<file path="src/rtl/ram_fifo_ctrl.sv">
// Valid/ready FIFO front-end for a dualRam: drives the RAM pins directly and hides the
// RAM's one-cycle registered read behind a single output holding register.
module ram_fifo_ctrl #(
    parameter int D_WIDTH = 16,
    parameter int A_WIDTH = 6
) (
    input  logic               clk,
    input  logic               rst_n,
    input  logic               clr,
    input  logic               wr_valid,
    output logic               wr_ready,
    input  logic [D_WIDTH-1:0] wr_data,
    output logic               rd_valid,
    input  logic               rd_ready,
    output logic [D_WIDTH-1:0] rd_data,
    output logic [A_WIDTH:0]   fill,
    output logic               ram_cs_n,
    output logic               ram_we,
    output logic               ram_oe,
    output logic [A_WIDTH-1:0] ram_waddr,
    output logic [A_WIDTH-1:0] ram_raddr,
    output logic [D_WIDTH-1:0] ram_d,
    input  logic [D_WIDTH-1:0] ram_q
);

    localparam int DEPTH = 1 << A_WIDTH;
    localparam logic [A_WIDTH:0] FULL_CNT = DEPTH[A_WIDTH:0];

    typedef enum logic {
        IDLE = 1'b0,
        CAPT = 1'b1
    } state_e;

    state_e               state_q, state_d;
    logic [A_WIDTH-1:0]   wptr_q, wptr_d;
    logic [A_WIDTH-1:0]   rptr_q, rptr_d;
    logic [A_WIDTH:0]     count_q, count_d;
    logic                 rd_valid_q, rd_valid_d;
    logic [D_WIDTH-1:0]   rd_data_q, rd_data_d;

    logic                 wr_ready_s;
    logic                 wr_fire_s;
    logic                 rd_go_s;
    logic                 ram_oe_s;

    // Handshake and RAM-issue decisions; count is sampled before this cycle's write
    always_comb begin
        wr_ready_s = rst_n & (count_q != FULL_CNT) & (state_q == IDLE);
        wr_fire_s  = wr_valid & wr_ready_s & ~clr;
        rd_go_s    = (state_q == IDLE) & (count_q != {(A_WIDTH+1){1'b0}})
                   & (~rd_valid_q | rd_ready) & ~clr;
        ram_oe_s   = rd_go_s | (state_q == CAPT);
    end

    // Next-state for pointers, occupancy, capture FSM and the output word
    always_comb begin
        state_d    = state_q;
        wptr_d     = wptr_q;
        rptr_d     = rptr_q;
        count_d    = count_q;
        rd_valid_d = rd_valid_q;
        rd_data_d  = rd_data_q;
        if (clr) begin
            state_d    = IDLE;
            wptr_d     = {A_WIDTH{1'b0}};
            rptr_d     = {A_WIDTH{1'b0}};
            count_d    = {(A_WIDTH+1){1'b0}};
            rd_valid_d = 1'b0;
        end else begin
            wptr_d  = wptr_q + {{(A_WIDTH-1){1'b0}}, wr_fire_s};
            rptr_d  = rptr_q + {{(A_WIDTH-1){1'b0}}, rd_go_s};
            count_d = count_q + {{A_WIDTH{1'b0}}, wr_fire_s}
                              - {{A_WIDTH{1'b0}}, rd_go_s};
            case (state_q)
                IDLE: begin
                    if (rd_go_s) begin
                        state_d = CAPT;
                    end else begin
                        state_d = IDLE;
                    end
                    if (rd_valid_q && rd_ready) begin
                        rd_valid_d = 1'b0;
                    end else begin
                        rd_valid_d = rd_valid_q;
                    end
                end
                // RAM output is driven this cycle (oe=1, we=0)
                CAPT: begin
                    state_d    = IDLE;
                    rd_valid_d = 1'b1;
                    rd_data_d  = ram_q;
                end
                default: begin
                    state_d = IDLE;
                end
            endcase
        end
    end

    // State registers with asynchronous active-low reset
    always_ff @(posedge clk or negedge rst_n) begin
        if (!rst_n) begin
            state_q    <= IDLE;
            wptr_q     <= {A_WIDTH{1'b0}};
            rptr_q     <= {A_WIDTH{1'b0}};
            count_q    <= {(A_WIDTH+1){1'b0}};
            rd_valid_q <= 1'b0;
            rd_data_q  <= {D_WIDTH{1'b0}};
        end else begin
            state_q    <= state_d;
            wptr_q     <= wptr_d;
            rptr_q     <= rptr_d;
            count_q    <= count_d;
            rd_valid_q <= rd_valid_d;
            rd_data_q  <= rd_data_d;
        end
    end

    assign wr_ready  = wr_ready_s;
    assign ram_we    = wr_fire_s;
    assign ram_oe    = ram_oe_s;
    assign ram_cs_n  = ~(wr_fire_s | ram_oe_s);
    assign ram_waddr = wptr_q;
    assign ram_raddr = rptr_q;
    assign ram_d     = wr_data;
    assign rd_valid  = rd_valid_q;
    assign rd_data   = rd_data_q;
    assign fill      = count_q;

endmodule

</file>
<file path="config.mk">
export PLATFORM = sky130hd
export DESIGN_NAME = ram_fifo_ctrl
export DESIGN_NICKNAME = d
export VERILOG_FILES = /design/src/rtl/ram_fifo_ctrl.sv
export SDC_FILE = /design/constraint.sdc
export NUM_CORES = 1
export LEC_CHECK = 0
export CORE_MARGIN = 3
export CORE_UTILIZATION = 42
export DETAILED_ROUTE_END_ITERATION = 10
export GPL_TIMING_DRIVEN = 0
export PLACE_DENSITY = 0.81
export SLEW_MARGIN = 20
export SYNTH_ARGS = -nofsm -noshare
export SYNTH_HDL_FRONTEND = slang
export SYNTH_SLANG_ARGS = --single-unit
</file>
<file path="constraint.sdc">
create_clock -name clk -period 3.6 [get_ports clk]
set_clock_uncertainty 0.2 [all_clocks]
set_input_delay 0.36 -clock clk [delete_from_list [all_inputs] [get_ports clk]]
set_output_delay 0.36 -clock clk [all_outputs]
set_load 0.01 [all_outputs]
</file>
==> impl_results.md, run 1 <==
* Status: completed
* Synth Register Bits at 37
* Worst r2r dst: fill[4]
* CTS buffer count at 5
* Place WS at 0.204 ns
* Util after Layout at approximately two thirds
* Worst slew pin tran at 0.426 ns
* Fmax at 0.302 GHz
* Post-Synth XOR/XNOR Area at around 4.3%
* Global-route wire length before repair at between 6000 and 7000 um
* FF-to-FF Start: fill[4]
* Drt via density at between 4 and 5
* Synth Flop Type: dfrtp_1
* Final hold violations at 0
* Max-cap viol count at 0
* Placed Area at 2860 um^2
* Switching portion of total power at between 30% and 40%
* Post-Synthesis Cell Area at around 2000 um^2
* Syn_area_per_cell at approximately 12 um^2
* Mux contribution to synthesized area at approximately 11%
* RSZ-0062 raised after global routing: false
* H-tree Lvls at 2
* Net Count, Synth at 224
* Fin crit share at between 90 and 100%
* Asr flop ratio synth at between 90% and 100%
* Maximum vdd drop at roughly 380 uV
* Syn Inst Count at 173
* Final nets at a little over 300
* Worst setup path class: in2reg
* R2r setup slk at 0.47 ns
* Leakage power at 1.34 nW
* Worst skew pair latency at 0.29 ns
* CTS tree: built
* DIE AREA at 5710 um^2
* Number of synthesized flops with an enable pin at 0
* Post-route cell area at between 2000 and 3000 um^2
* Overall overflow remaining after global route at 0
* Initial antenna violation count at 0
* Max Transition Viols Final at 0
* Routed wire length at 4220 um
* Clock power frac at 17.5%
* DR WL/cell at 13.6 um
* Drt drc at 0
* Area growth from synthesis to layout at 47.3%
* Top post-synthesis cells by area: dfrtp_1 46%, ha_1 8.0%, mux2_4 7.4%
* Post-Synth Simple-Gate Area at 14.0%
* PD cells at just over 700 nW/um^2
* Crit. End Element: flip-flop
* Root Buffer: clkbuf_8
* Synth Area in Adders at roughly 9.0%
* Sequential share of power at a little under a third
* # diodes at 0
* Drt initial violations at between 40 and 50
* Hold path depth at 3
* Vias in the first global route at approximately 1400
* Total number of vias at between 1500 and 2000
* Die H at approximately 76 um
* Final setup viols at 0
* Clock Path Buffers at 2
* Post-synthesis cell type count at 37
* Slew Limit Headroom at a little under three quarters
* DPL Wire Length at about 3300 um
* Largest net degree at the start of global routing at 26
* Die X-Extent at approximately 76 um
* Critical Path Fanout Max at 25
* Comb power frac at 51.7%
* Final worst setup slack at around 0.29 ns
* Core footprint at 4500 um^2
* Row Count at 24
* HP Start: clr
* Largest area contributor in the netlist: dfrtp_1
* Hold WC Path Type: in2reg
* Top-Level Pins at between 90 and 100
* Startpoint Class: primary input
* Minimum clock period at 3.31 ns
* Ys Warns at 0
* Combinational family with the most area after synthesis: simple AND/OR/NAND/NOR gates
* CP arrival at between 3 and 4 ns
* Post-CTS setup buffers at 0
* WP data required at ~3.6 ns
* Hold EP: state_q
* PortBufs at 75
* First-pass detailed-route iteration total at 3
* Antenna Nets Post-Route at 0
* Share of cells above drive strength 1 at between 20 and 25%
* RD Place Congestion at 0.771
* Synth top area share at a little under half
* Initial Utilization at 45.1%
* Complex-gate fraction of the synthesized area at about 5.7%
* Sequential fraction of the synthesis area at a little under half
* Internal Power at 1.44 mW
* Sinks on the clock net at 37
* Clock slew at reported path FFs at ~0.070 ns
* Worst R2R Path Depth at 15
* Overall Global Routing Usage at 15.1%
* Switching pwr at about 0.7 mW
-- power by group through the flow --
| stage | clock network [mW] | logic, mW | registers (mW) |
|---|---|---|---|
| finish | 0.372 | 1.10 | 0.653 |
| global route | 0.401 | 1.20 | 0.675 |
| CTS | 0.384 | 1.11 | 0.654 |
| detailed placement | 0 | 1.10 | 0.661 |
| global placement | 0 | 1.08 | 0.654 |
| floorplan | 0 | 0.581 | 0.716 |
-- cell usage in the layout, fill, tap and decap left out, types with 2 or more instances in the layout --
cell | Yosys | routed
or2_2 | 2 | 2
nor2b_1 | 9 | 9
clkdlybuf4s50_1 | 0 | 74
a21o_1 | 2 | 2
xor2_1 | 5 | 5
buf_6 | 2 | 2
xnor2_1 | 5 | 5
clkbuf_8 | 0 | 6
buf_12 | 1 | 2
nand3_1 | 6 | 6
buf_4 | 16 | 16
o21ai_0 | 2 | 2
o21a_1 | 2 | 2
nor2_1 | 13 | 13
dfrtp_1 | 37 | 37
nand2_1 | 4 | 4
buf_2 | 2 | 3
nor4_1 | 2 | 2
mux2_2 | 6 | 6
mux2_4 | 10 | 10
inv_1 | 12 | 12
nor3_1 | 3 | 3
ha_1 | 13 | 13
a21oi_1 | 4 | 4
-- stage by stage --
step	hold slack (ns)	instances	total power, mW	TNS, ns
after global routing	0.221	310	2.27	0
after detailed placement	0.0797	301	1.76	0
after CTS	0.196	310	2.14	0
final	0.206	310	2.12	0
after floorplan	-0.136	173	1.30	0
after global placement	0.290	300	1.73	-3.62
-- logic make-up (layout without fill, tap and decap cells) --
group / after synthesis / count (layout)
muxes: 16 / 16
DFF: 37 / 37
adders and majority gates: 14 / 14
buffers and inverters: 33 / 118
xor gates and xnor gates: 10 / 10
AOI/OAI and AO/OA: 16 / 16
and+or+nand+nor: 47 / 47
-- area by class of cell --
type	count	area, um^2
plain buffers	21	173
well taps	52	65.1
clock buffers	6	82.6
fillers	368	1510
inverters	12	45.0
clock inverters	2	37.5
repair buffers	77	776
multi-input cells	103	890
flip-flops and latches	37	926
-- worst max-delay path, stage by stage --
cell and delay (ns):
dlygate4sd3_1 0.53, buf_2 0.32, buf_12 0.23, and3b_4 0.22
nand2_1 0.06, ha_1 0.29, inv_1 0.06, ha_1 0.15
inv_1 0.05, fa_1 0.37, nor2b_1 0.25, o21ba_2 0.17
o21ai_0 0.06, nor3b_1 0.14
-- state kept, by name, summed over array words and instances (netlist names) --
| signal | cells |
|---|---|
| ram_raddr | 6 |
| fill | 7 |
| rd_valid | 1 |
| rd_data | 16 |
| ram_waddr | 6 |
| state_q | 1 |
-- what timing repair did --
action                    4_1_cts  5_1_grt
hold buffers                    1        0
hold endpoints to repair       14        0
resized for setup               0        0
-- per-layer routing --
metal	up-vias	track usage [%]	part of all wire, %
met5	-	0	0
met4	0	4.08	1.1
met3	7	5.01	6.3
met2	54	25.5	48
met1	712	18.4	44
li1	732	-	-
-- worst max-delay path by stage --
stage | startpoint | end | slack (ns) | cells past startpoint
global placement | rst_n | fill[4] | -0.83 | 12
global route | rst_n | fill[6] | 0.04 | 14
finish | rst_n | fill[4] | 0.29 | 14
CTS | rst_n | fill[4] | 0.26 | 14
floorplan | fill[5] | fill[4] | 0.64 | 15
detailed placement | rd_ready | fill[6] | 0.20 | 13
-- synth_stat cells, types with 2 or more instances --
library cell  instances
mux2_2                6
nor3_1                3
nor2_1               13
nor4_1                2
nand3_1               6
nor2b_1               9
xnor2_1               5
buf_4                16
or2_2                 2
ha_1                 13
nand2_1               4
xor2_1                5
o21ai_0               2
o21a_1                2
mux2_4               10
a21o_1                2
inv_1                12
buf_6                 2
buf_2                 2
a21oi_1               4
dfrtp_1              37
Note: power is estimated with default switching activity, not from simulation.
==> inputs of run 2 (changes only) <==
CTS_CLUSTER_DIAMETER = 200   (was unset)
==> results of run 2 <==
No change in the layout: final DEF, timing and power equal those of run 1.
==> inputs of run 3 (changes only) <==
CORE_UTILIZATION = 37   (was 42)
PLACE_DENSITY = unset   (was 0.81)
PLACE_DENSITY_LB_ADDON = 0.1   (was unset)
clock period = 3 ns   (was 3.6 ns; I/O delays follow)
==> impl_results.md, run 3 (same netlist as run 1, synthesis figures left out) <==
* Antenna Nets Post-Route at 0 (unchanged)
* PortBufs at 75 (unchanged)
* Slew Limit Headroom at 46.4% (-25 points)
* Vias in the first global route at 1568 (+10%)
* Leakage power at 1.38 nW (+3.0%)
* Util after Layout at 60.1% (-6.3 points)
* # diodes at 0 (unchanged)
* CP arrival at 2.90 ns (-0.38 ns)
* Critical Path Fanout Max at 3 (-88%)
* Crit-path cells: inv_2, ha_4, nand4bb_4, or2_1, and3b_4, nand2_2, ha_4, inv_2, ha_4, inv_2, fa_2, nor2b_4, o21ba_4, o21ai_1, nor3b_2
* FF-to-FF Start: fill[3]
* Top-Level Pins at 93 (unchanged)
* Most frequent cells in the layout: 74 x clkdlybuf4s50_1, 37 x dfrtp_1, 23 x buf_4
* Largest stage delay on the critical path at 0.41 ns (-0.12 ns)
* Worst R2R Path Depth at 15 (unchanged)
* Clock Path Buffers at 2 (unchanged)
* Root Buffer: clkbuf_8
* RSZ-0062 raised after global routing: true
* Clock slew at reported path FFs at 0.08 ns (about the same)
* Final hold violations at 0 (unchanged)
* Crit. Startpoint: fill[3]
* R2r setup slk at 0.07 ns (-0.40 ns)
* Startpoint Class: flip-flop
* Worst slew pin tran at 0.801 ns (+0.376 ns)
* Overall overflow remaining after global route at 0 (unchanged)
* DR WL/cell at 13.4 um (-1.7%)
* Status: completed
* Final nets at 316 (+2.6%)
* Placed Area at 2890 um^2 (+1.0%)
* CTS buffer count at 5 (unchanged)
* H-tree Lvls at 2 (unchanged)
* Hold WC Path Type: in2reg
* Largest net degree at the start of global routing at 22 (-15%)
* RD Place Congestion at 0.758 (-1.7%)
* Routed wire length at 4490 um (+6.5%)
* Die X-Extent at 80.1 um (+6.0%)
* CTS tree: built
* Most common cell after layout, fill and taps aside: clkdlybuf4s50_1
* Crit. End Element: flip-flop
* Overall Global Routing Usage at 14.8% (-0.24 points)
* Worst setup path class: reg2reg
* Worst Setup EP: fill[4]
* Fin Hold WS at 0.135 ns (-0.0714 ns)
* Worst r2r dst: fill[4]
* Initial Utilization at 39.1% (-6.1 points)
* Maximum vdd drop at 460 uV (+20%)
* Drt via density at 4.63 (-4.7%)
* Area growth from synthesis to layout at 54.0%
* Drt drc at 0 (unchanged)
* Drt initial violations at 66 (+40%)
* Max reg flops at 16 (unchanged)
* First-pass detailed-route iteration total at 4 (+1)
* PD cells at 846 nW/um^2 (+19%)
* DIE AREA at 6420 um^2 (+12%)
* Minimum clock period at approximately 3 ns
* Post-route cell area at 3130 um^2 (+4.6%)
* Die H at 80.1 um (+6.0%)
* Slowest-stage cell, CP: dfrtp_1
* Share of cells above drive strength 1 at 29.3% (+7.6 points)
* DPL Wire Length at 3280 um (about the same)
* Fin crit share at 97.6%
* Global-route wire length before repair at 7430 um (+16%)
* Initial antenna violation count at 0 (unchanged)
* Max Transition Viols Final at 0 (unchanged)
* Core footprint at 5200 um^2 (+16%)
* WP data required at 2.97 ns (-0.60 ns)
* Max-cap viol count at 0 (unchanged)
* Sinks on the clock net at 37 (unchanged)
* Power, Total at 2.65 mW (+25%)
* Row Count at 26 (+8.3%)
* Total number of vias at 1554 (+3.3%)
* Fmax at 0.342 GHz
* Final-layout fill cell count at 457 (+24%)
* Final setup viols at 0 (unchanged)
* Worst skew pair latency at 0.29 ns (about the same)
==> run 3: cell count changes in the layout (fill, tap and decap cells not counted), sizes merged <==
cell	delta
buf	+7
clkinv	+2
bufinv	-1
clkbuf	-1
dlygate4sd3	+1
==> run 3: worst min path at each step <==
stage,from,to,slack [ns],cells after the start
floorplan,rst_n,fill[0],-0.20,0
global placement,rd_data[2],rd_data[2],0.29,1
detailed placement,rst_n,rd_data[7],0.09,1
CTS,clr,state_q,0.12,3
global route,clr,state_q,0.14,3
finish,clr,state_q,0.13,3
==> run 3: cell type report <==
class / count / area, um^2 / share of cell area [%]
Clock inverter: 3 / 17.5 / 0.560
Buffer: 21 / 173 / 5.52
Timing Repair Buffer: 85 / 846 / 27.0
Multi-Input combinational cell: 103 / 967 / 30.9
Tap cell: 70 / 87.6 / 2.80
Inverter: 12 / 45.0 / 1.44
Clock buffer: 5 / 68.8 / 2.20
Sequential cell: 37 / 926 / 29.6
==> run 3: critical path: cells and delay by family (launching register included) <==
kind / cells / cell delay (ns)
and+or+nand+nor: 6 / 0.94
adders and majority gates: 4 / 0.86
DFF: 1 / 0.41
AOI/OAI and AO/OA: 2 / 0.21
buffers and inverters: 3 / 0.19
==> run 3: repair_timing <==
item | CTS | global route
buffers inserted | 1 | 6
gates resized for setup | 5 | 16
hold endpoints to repair | 18 | 0
endpoints found under the setup margin | 2 | 3
pin swaps | 1 | 7
hold buffers | 2 | 0
==> run 3: routing by layer <==
metal,vias up,wire (um),track usage (%)
met4,0,35,4.22
met1,741,1830,18.9
met3,4,357,4.37
met2,62,2270,24.3
met5,-,0,0
li1,747,-,-
==> run 3: report_power, final <==
part           leakage [nW]  switching, mW  internal [mW]
Clock                0.0439          0.185          0.160
Sequential            0.471          0.116          0.669
Combinational         0.861          0.598          0.922
Total                  1.38          0.899           1.75
==> run 3: metrics by stage <==
| stage | TNS [ns] | cells | setup WS [ns] |
|---|---|---|---|
| after global placement | -13.16 | 318 | -1.48 |
| after floorplan | 0 | 173 | 0.0388 |
| after detailed placement | -0.589 | 319 | -0.299 |
| after global routing | -0.0618 | 336 | -0.0444 |
| final | 0 | 336 | 0.0730 |
| after CTS | 0 | 330 | 0.0132 |
